===== src/rtl/vga_pkg.sv =====
// Shared types and helpers for the VGA scan-out engine.
package vga_pkg;

  localparam int RGB_W = 12;

  // One complete raster description; porches and sync widths are in
  // clocks (horizontal) or lines (vertical).
  typedef struct packed {
    int h_active;
    int h_fp;
    int h_sync;
    int h_bp;
    int v_active;
    int v_fp;
    int v_sync;
    int v_bp;
  } vga_timing_t;

  localparam vga_timing_t VGA_640X480 = '{
    h_active: 640, h_fp: 16, h_sync: 96, h_bp: 48,
    v_active: 480, v_fp: 10, v_sync: 2,  v_bp: 33
  };

  // Per-pixel flags carried alongside the RAM read latency.
  typedef struct packed {
    logic act;  // pixel inside the visible area
    logic hs;   // horizontal sync asserted (polarity applied at the pin)
    logic vs;   // vertical sync asserted
    logic fs;   // pixel (0,0)
  } stage_t;

  function automatic int h_total(vga_timing_t t);
    return t.h_active + t.h_fp + t.h_sync + t.h_bp;
  endfunction

  function automatic int v_total(vga_timing_t t);
    return t.v_active + t.v_fp + t.v_sync + t.v_bp;
  endfunction

endpackage


===== src/rtl/vga_timing.sv =====
// Raster counters and stage-0 flags (active, sync windows, frame start).
// Also exposes the next counter values so the address register can be
// loaded in step with the counters.
module vga_timing
  import vga_pkg::*;
#(
  parameter vga_timing_t T  = VGA_640X480,
  parameter int          HW = $clog2(h_total(T)),
  parameter int          VW = $clog2(v_total(T))
) (
  input  logic          clk_i,
  input  logic          srst_n_i,   // low = reset or scan-out disabled
  output logic [HW-1:0] h_o,
  output logic [VW-1:0] v_o,
  output logic [HW-1:0] h_nxt_o,
  output logic [VW-1:0] v_nxt_o,
  output logic          act_o,
  output logic          act_nxt_o,
  output logic          hs_o,
  output logic          vs_o,
  output logic          fs_o
);

  localparam int H_ACT  = T.h_active;
  localparam int V_ACT  = T.v_active;
  localparam int HS_BEG = T.h_active + T.h_fp;
  localparam int HS_END = T.h_active + T.h_fp + T.h_sync;
  localparam int VS_BEG = T.v_active + T.v_fp;
  localparam int VS_END = T.v_active + T.v_fp + T.v_sync;
  localparam logic [HW-1:0] H_LAST = HW'(h_total(T) - 1);
  localparam logic [VW-1:0] V_LAST = VW'(v_total(T) - 1);

  logic [HW-1:0] h_q, h_d;
  logic [VW-1:0] v_q, v_d;

  function automatic logic in_win(int x, int lo, int hi);
    return (x >= lo) && (x < hi);
  endfunction

  // Advance one pixel; the last pixel of the last line wraps straight to (0,0).
  always_comb begin
    h_d = h_q + 1'b1;
    v_d = v_q;
    if (h_q == H_LAST) begin
      h_d = '0;
      v_d = (v_q == V_LAST) ? '0 : v_q + 1'b1;
    end
  end

  // Counter registers; clearing parks the raster at (0,0).
  always_ff @(posedge clk_i) begin
    if (!srst_n_i) begin
      h_q <= '0;
      v_q <= '0;
    end else begin
      h_q <= h_d;
      v_q <= v_d;
    end
  end

  assign h_o       = h_q;
  assign v_o       = v_q;
  assign h_nxt_o   = h_d;
  assign v_nxt_o   = v_d;
  assign act_o     = (int'(h_q) < H_ACT) && (int'(v_q) < V_ACT);
  assign act_nxt_o = (int'(h_d) < H_ACT) && (int'(v_d) < V_ACT);
  assign hs_o      = in_win(int'(h_q), HS_BEG, HS_END);
  assign vs_o      = in_win(int'(v_q), VS_BEG, VS_END);
  assign fs_o      = (h_q == '0) && (v_q == '0);

endmodule


===== src/rtl/vga_scanout.sv =====
// VGA scan-out: incremental framebuffer address generation, flag pipeline
// matching the RAM read latency, and registered RGB/sync/blank pins.
module vga_scanout
  import vga_pkg::*;
#(
  parameter int H_ACTIVE    = 640,
  parameter int H_FP        = 16,
  parameter int H_SYNC      = 96,
  parameter int H_BP        = 48,
  parameter int V_ACTIVE    = 480,
  parameter int V_FP        = 10,
  parameter int V_SYNC      = 2,
  parameter int V_BP        = 33,
  parameter bit HS_POL      = 1'b0,
  parameter bit VS_POL      = 1'b0,
  parameter int SCALE_SHIFT = 2,
  parameter int ADDR_W      = 15,
  parameter int RAM_LAT     = 2
) (
  input  logic              clock,
  input  logic              reset_n,
  input  logic              enable,
  output logic [ADDR_W-1:0] address,
  input  logic [RGB_W-1:0]  q,
  output logic [3:0]        VGA_R,
  output logic [3:0]        VGA_G,
  output logic [3:0]        VGA_B,
  output logic              VGA_HS,
  output logic              VGA_VS,
  output logic              blank,
  output logic              frame_start
);

  localparam vga_timing_t TIM = '{
    h_active: H_ACTIVE, h_fp: H_FP, h_sync: H_SYNC, h_bp: H_BP,
    v_active: V_ACTIVE, v_fp: V_FP, v_sync: V_SYNC, v_bp: V_BP
  };
  localparam int HT = h_total(TIM);
  localparam int VT = v_total(TIM);
  localparam int HW = (HT > 2) ? $clog2(HT) : 1;
  localparam int VW = (VT > 2) ? $clog2(VT) : 1;

  // Low-res framebuffer geometry.
  localparam int FB_W_I = H_ACTIVE >> SCALE_SHIFT;
  localparam int FB_H_I = V_ACTIVE >> SCALE_SHIFT;
  localparam logic [ADDR_W-1:0] FB_W   = ADDR_W'(FB_W_I);
  localparam logic [VW-1:0]     V_MASK = VW'((1 << SCALE_SHIFT) - 1);
  // Lines at or beyond this one never advance row_base, which keeps it
  // at or below the start of the last framebuffer row.
  localparam int ROW_STOP = (FB_H_I - 1) << SCALE_SHIFT;

  if (longint'(FB_W_I) * longint'(FB_H_I) > (longint'(1) << ADDR_W)) begin : g_bad_addr_w
    $error("vga_scanout: framebuffer does not fit in ADDR_W address bits");
  end
  if (RAM_LAT < 1 || RAM_LAT > 4) begin : g_bad_lat
    $error("vga_scanout: RAM_LAT must be 1..4");
  end

  // Disable is a synchronous reset of the whole engine.
  logic clr_n;
  assign clr_n = reset_n & enable;

  logic [HW-1:0] h_cnt, h_nxt;
  logic [VW-1:0] v_cnt, v_nxt;
  logic          act0, act_nxt, hs0, vs0, fs0;

  vga_timing #(
    .T  (TIM),
    .HW (HW),
    .VW (VW)
  ) u_timing (
    .clk_i     (clock),
    .srst_n_i  (clr_n),
    .h_o       (h_cnt),
    .v_o       (v_cnt),
    .h_nxt_o   (h_nxt),
    .v_nxt_o   (v_nxt),
    .act_o     (act0),
    .act_nxt_o (act_nxt),
    .hs_o      (hs0),
    .vs_o      (vs0),
    .fs_o      (fs0)
  );

  // ---------------- address generation ----------------
  logic [ADDR_W-1:0] row_base_q, row_base_d;
  logic [ADDR_W-1:0] address_q, address_d;
  logic              row_done;

  // Last active pixel of the final replicated copy of a framebuffer row.
  assign row_done = (int'(h_cnt) == H_ACTIVE - 1) &&
                    ((v_cnt & V_MASK) == V_MASK) &&
                    (int'(v_cnt) < ROW_STOP);

  // Next row base and next address, computed from the next raster position
  // so the registered address lines up with the stage-0 counters.
  always_comb begin
    row_base_d = row_base_q;
    if (h_nxt == '0 && v_nxt == '0) begin
      row_base_d = '0;
    end else if (row_done) begin
      row_base_d = row_base_q + FB_W;
    end
    address_d = act_nxt ? row_base_d + ADDR_W'(h_nxt >> SCALE_SHIFT) : '0;
  end

  // Row base and read address registers.
  always_ff @(posedge clock) begin
    if (!clr_n) begin
      row_base_q <= '0;
      address_q  <= '0;
    end else begin
      row_base_q <= row_base_d;
      address_q  <= address_d;
    end
  end

  assign address = address_q;

  // ---------------- latency alignment ----------------
  // src is the flag set one clock before the output register, i.e. the
  // stage whose pixel data is on q right now.
  stage_t s0, src;
  assign s0 = '{act: act0, hs: hs0, vs: vs0, fs: fs0};

  if (RAM_LAT == 1) begin : g_nopipe
    assign src = s0;
  end else begin : g_pipe
    stage_t [RAM_LAT-1:1] pipe_q;

    // Shift the stage-0 flags toward the output register.
    always_ff @(posedge clock) begin
      if (!clr_n) begin
        pipe_q <= '0;
      end else begin
        pipe_q[1] <= s0;
        for (int i = 2; i < RAM_LAT; i++) pipe_q[i] <= pipe_q[i-1];
      end
    end

    assign src = pipe_q[RAM_LAT-1];
  end

  logic [RGB_W-1:0] rgb_q;
  logic             hs_q, vs_q, blank_q, fs_q;

  // Pin registers: RGB gated by the aligned active flag, syncs at pin polarity.
  always_ff @(posedge clock) begin
    if (!clr_n) begin
      rgb_q   <= '0;
      hs_q    <= ~HS_POL;
      vs_q    <= ~VS_POL;
      blank_q <= 1'b1;
      fs_q    <= 1'b0;
    end else begin
      rgb_q   <= src.act ? q : '0;
      hs_q    <= src.hs ? HS_POL : ~HS_POL;
      vs_q    <= src.vs ? VS_POL : ~VS_POL;
      blank_q <= ~src.act;
      fs_q    <= src.fs;
    end
  end

  assign VGA_R       = rgb_q[11:8];
  assign VGA_G       = rgb_q[7:4];
  assign VGA_B       = rgb_q[3:0];
  assign VGA_HS      = hs_q;
  assign VGA_VS      = vs_q;
  assign blank       = blank_q;
  assign frame_start = fs_q;

endmodule


===== config.mk =====
export PLATFORM = sky130hd
export DESIGN_NAME = vga_scanout
export DESIGN_NICKNAME = d
export VERILOG_FILES = /design/src/rtl/vga_pkg.sv /design/src/rtl/vga_timing.sv /design/src/rtl/vga_scanout.sv
export SDC_FILE = /design/constraint.sdc
export NUM_CORES = 1
export LEC_CHECK = 0
export CAP_MARGIN = 10
export CORE_ASPECT_RATIO = 0.6
export CORE_MARGIN = 3
export CORE_UTILIZATION = 46
export DETAILED_ROUTE_END_ITERATION = 8
export DONT_BUFFER_PORTS = 1
export GPL_ROUTABILITY_DRIVEN = 0
export PLACE_DENSITY_LB_ADDON = 0.25
export SYNTH_ARGS = -nofsm -noshare
export SYNTH_HDL_FRONTEND = slang
export SYNTH_SLANG_ARGS = --single-unit

===== constraint.sdc =====
create_clock -name clock -period 10.25 [get_ports clock]
set_clock_uncertainty 0.2 [all_clocks]
set_input_delay 2.05 -clock clock [delete_from_list [all_inputs] [get_ports clock]]
set_output_delay 2.05 -clock clock [all_outputs]
set_load 0.005 [all_outputs]

==> impl_metrics.csv <==
group,metric,value,unit
routing,dr_wl_met3,862,um
synthesis,synthDistinctLibCells,70,
routing,first_pass_iters,5,
worst_setup_path,slowest_stage,"or4_4",
routing,wl_met2,3250,um
worst_hold_path,worstHoldPathType,"flip-flop to flip-flop",
clock_network,cts.clk_slew.worst_paths,0.06,ns
clock_network,clock_path_buffers,2,
worst_setup_path,critPathMaxStageDelay,0.56,ns
worst_setup_path,reg2reg_slack,4.86,ns
clock_network,post-cts-setup-buffer-count,0,
worst_setup_path,critPathKind,"flip-flop to flip-flop",
global_routing,overflow,0,
synthesis,synth_compound_area_share,10.5,%
global_routing,track_usage,19.3,%
placed_design,port_buffers,0,
layout,multi_input_area,2130,sq um
floorplan,core,7540,sq um
worst_setup_path,worst-path-max-fanout,18,
global_routing,grt_pass1_wl,13800,um
synthesis,avgSynthCellArea,9.13,sq um
floorplan,die_w,122,um
power_and_ir_drop,powerDensity,154,nW/um^2
routing,vias,2947,
global_routing,grt_pass1_vias,2710,
routing,drc,0,
layout,fin_util,53.2,%
job,max_cap_violations,0,
synthesis,synth_top_flop_cell,"dfxtp_1",
synthesis,syn-num-nets,436,
worst_setup_path,crit_chain,"ha_1 -> and4_1 -> nand3_1 -> nand3_1 -> nand4b_1 -> or4_4 -> and2_4 -> ha_1 -> fa_1 -> a21o_1 -> a21oi_1 -> o21bai_1 -> a21boi_0 -> nor3_1 -> or4b_1 -> nand2_1",
synthesis,ys_ff_latch,70,
timing,worst_pin_slew,1.09,ns
layout,layout.nets,422,
floorplan,dieHeight,75.6,um
timing,hold_viol_final,0,
layout,fillers,683,
clock_network,cts_tree,"built",
placed_design,placed_cells,486,
clock_network,cts_root_buf,"clkbuf_16",
synthesis,synth_top_family_by_area,"simple AND/OR/NAND/NOR gates",
synthesis,syn_inst,407,
clock_network,cts_hold_buf,0,
synthesis,synth-simple-area-share,34.1,%
floorplan,boundaryPins,46,
placed_design,hpwl,6190,um
clock_network,cts-buffers-inserted,9,
worst_setup_path,cp_data_required_time,10.32,ns
timing,fin_crit_sh,52.6,%
floorplan,die-area,9230,sq um
worst_setup_path,critical_path_arrival,5.47,ns
synthesis,muxShareOfSynthArea,0.606,%
synthesis,synth_fa_ha_area_share,4.92,%
synthesis,synth_area_leader_cell,"dfxtp_1",
routing,drt_iter0_drc,258,
routing,top_layer,"met4",
global_routing,grt_antenna_before_repair,0,
timing,fin_tns_setup,0,ns
worst_setup_path,regToRegEndpoint,"address[8]",
layout,seq_area,1400,sq um
clock_network,clk_latency,0.34,ns
timing,finalSetupViolations,0,
synthesis,netlist.area_leader.share,37.7,%
layout,diodes,0,
global_routing,grt_max_degree,33,
synthesis,ys_seq_area_share,37.7,%
power_and_ir_drop,leakage,1.60,nW
timing,rsz0062_at_grt,"false",
synthesis,yosysWarnings,0,
clock_network,post_cts_resized,0,
synthesis,synthTopCellsByArea,"dfxtp_1 (38%), xnor2_1 (4.5%), ha_1 (4.4%)",
synthesis,postSynth.asyncResetShare,0,%
power_and_ir_drop,ir_drop,0.0856,mV
worst_setup_path,r2r_start,"u_timing.h_o[0]",
worst_setup_path,r2r_cells,16,
timing,slew_headroom,27.1,%
synthesis,synth-edff-count,0,
timing,timing.final.max_slew_violations,0,
clock_network,cts.sinks,70,
worst_setup_path,startpoint,"u_timing.h_o[0]",
timing,fmax,185,MHz
worst_setup_path,worst_setup_path_end_kind,"flip-flop",
layout,design_area,4010,sq um
synthesis,syn_area,3720,sq um
layout,final_common_cell,"dfxtp_1",
floorplan,start_util,49.3,%
layout,drive_gt1_share,11.3,%
layout,syn2layout_area_growth,7.95,%
floorplan,rows,24,
routing,wl_met1,4140,um
routing,postRouteAntennaNets,0,
synthesis,yosys.area_share.xor_xnor,7.07,%
timing,timing.final.crit_period,5.39,ns
placed_design,dpl-instance-area,3690,sq um
clock_network,h-tree-depth,3,
layout,final_cells,502,
status,outcome,"completed",
routing,detail_route.wl_per_cell,16.6,um
worst_setup_path,crit_path_end,"address[8]",
layout,final_cell_mix,"dfxtp_1 (70), nor2_1 (36), nand2_1 (27)",
worst_setup_path,startpoint_type,"flip-flop",
routing,routed_wl,8350,um
routing,vias_per_cell,5.87,
-- area by class of cell --
| type | instances | share of cell area (%) |
|---|---|---|
| Clock inverter | 6 | 2.34 |
| Tap cell | 104 | 3.24 |
| Sequential cell | 70 | 34.9 |
| Clock buffer | 10 | 5.71 |
| Inverter | 8 | 0.749 |
| Multi-Input combinational cell | 304 | 53.0 |
-- how the worst min path moves through the flow --
stage | from | end | slack [ns] | depth (start not counted)
3_3_place_gp | g_pipe.pipe_q[1] | VGA_VS | 0.15 | 1
2_1_floorplan | g_pipe.pipe_q[2] | VGA_HS | 0.14 | 1
3_5_place_dp | g_pipe.pipe_q[2] | VGA_HS | 0.15 | 1
6_report | g_pipe.pipe_q[2] | VGA_HS | 0.16 | 1
4_1_cts | g_pipe.pipe_q[2] | VGA_HS | 0.16 | 1
5_1_grt | g_pipe.pipe_q[1] | VGA_VS | 0.18 | 1
-- synthesized netlist by cell type, drive strengths merged (2+ instances only) --
library cell  count
dfxtp            70
nor2             37
nand2            28
and3             25
nor3             23
and2             22
xnor2            19
a21oi            18
nand3            17
buf              16
ha               13
o21ai            12
xor2             11
clkbuf            9
inv               8
nor4              8
nand4             7
nor3b             6
nor4b             5
a21o              4
a31oi             4
or3               4
and4              3
nand4b            3
a211oi            2
mux2              2
nand3b            2
nand4bb           2
o2111a            2
o21a              2
or2               2
or4               2
or4b              2
-- flip-flops by register name, summed over array words and instances (netlist names) --
register	cells
frame_start	1
u_timing.v_o	10
VGA_VS	1
VGA_HS	1
u_timing.h_o	10
address	15
g_pipe.pipe_q	4
blank	1
rgb_q	12
row_base_q	15
-- worst max-delay path, delay by kind of cell (launching register included) --
kind                     cells  cell delay [ns]
AO/OA/AOI/OAI                4             0.97
flip-flops                   1             0.41
adder cells (fa/ha/maj)      3             0.95
AND/OR/NAND/NOR              9             2.79
-- kinds of logic after synthesis --
kind of cell               after synthesis
AOI/OAI and AO/OA                       57
buffers and inverters                   33
DFF                                     70
xor gates and xnor gates                30
adders and majority gates               14
and+or+nand+nor                        201
muxes                                    2
-- metal layers --
| layer | vias up | track usage [%] |
|---|---|---|
| li1 | 1431 | - |
| met2 | 142 | 26.4 |
| met4 | 0 | 6.21 |
| met1 | 1363 | 27.8 |
| met3 | 11 | 7.27 |
| met5 | - | 0 |
-- metrics by stage --
stage	hold slack (ns)	power, W	setup slack [ns]
after detailed placement	0.148	0.000289	5.00
after global placement	0.146	0.000289	5.20
final	0.162	0.000617	4.86
after global routing	0.179	0.000634	4.59
after CTS	0.161	0.000624	4.95
after floorplan	0.143	0.000287	5.47
-- where the power goes --
part            total [W]  leakage [nW]  switching, W  internal, W
registers        0.000276         0.565    0.00000165     0.000274
clock network    0.000334         0.153      0.000119     0.000215
logic          0.00000714         0.884    0.00000504   0.00000210
total            0.000617          1.60      0.000126     0.000491
Power figures use the tool's default switching activity.
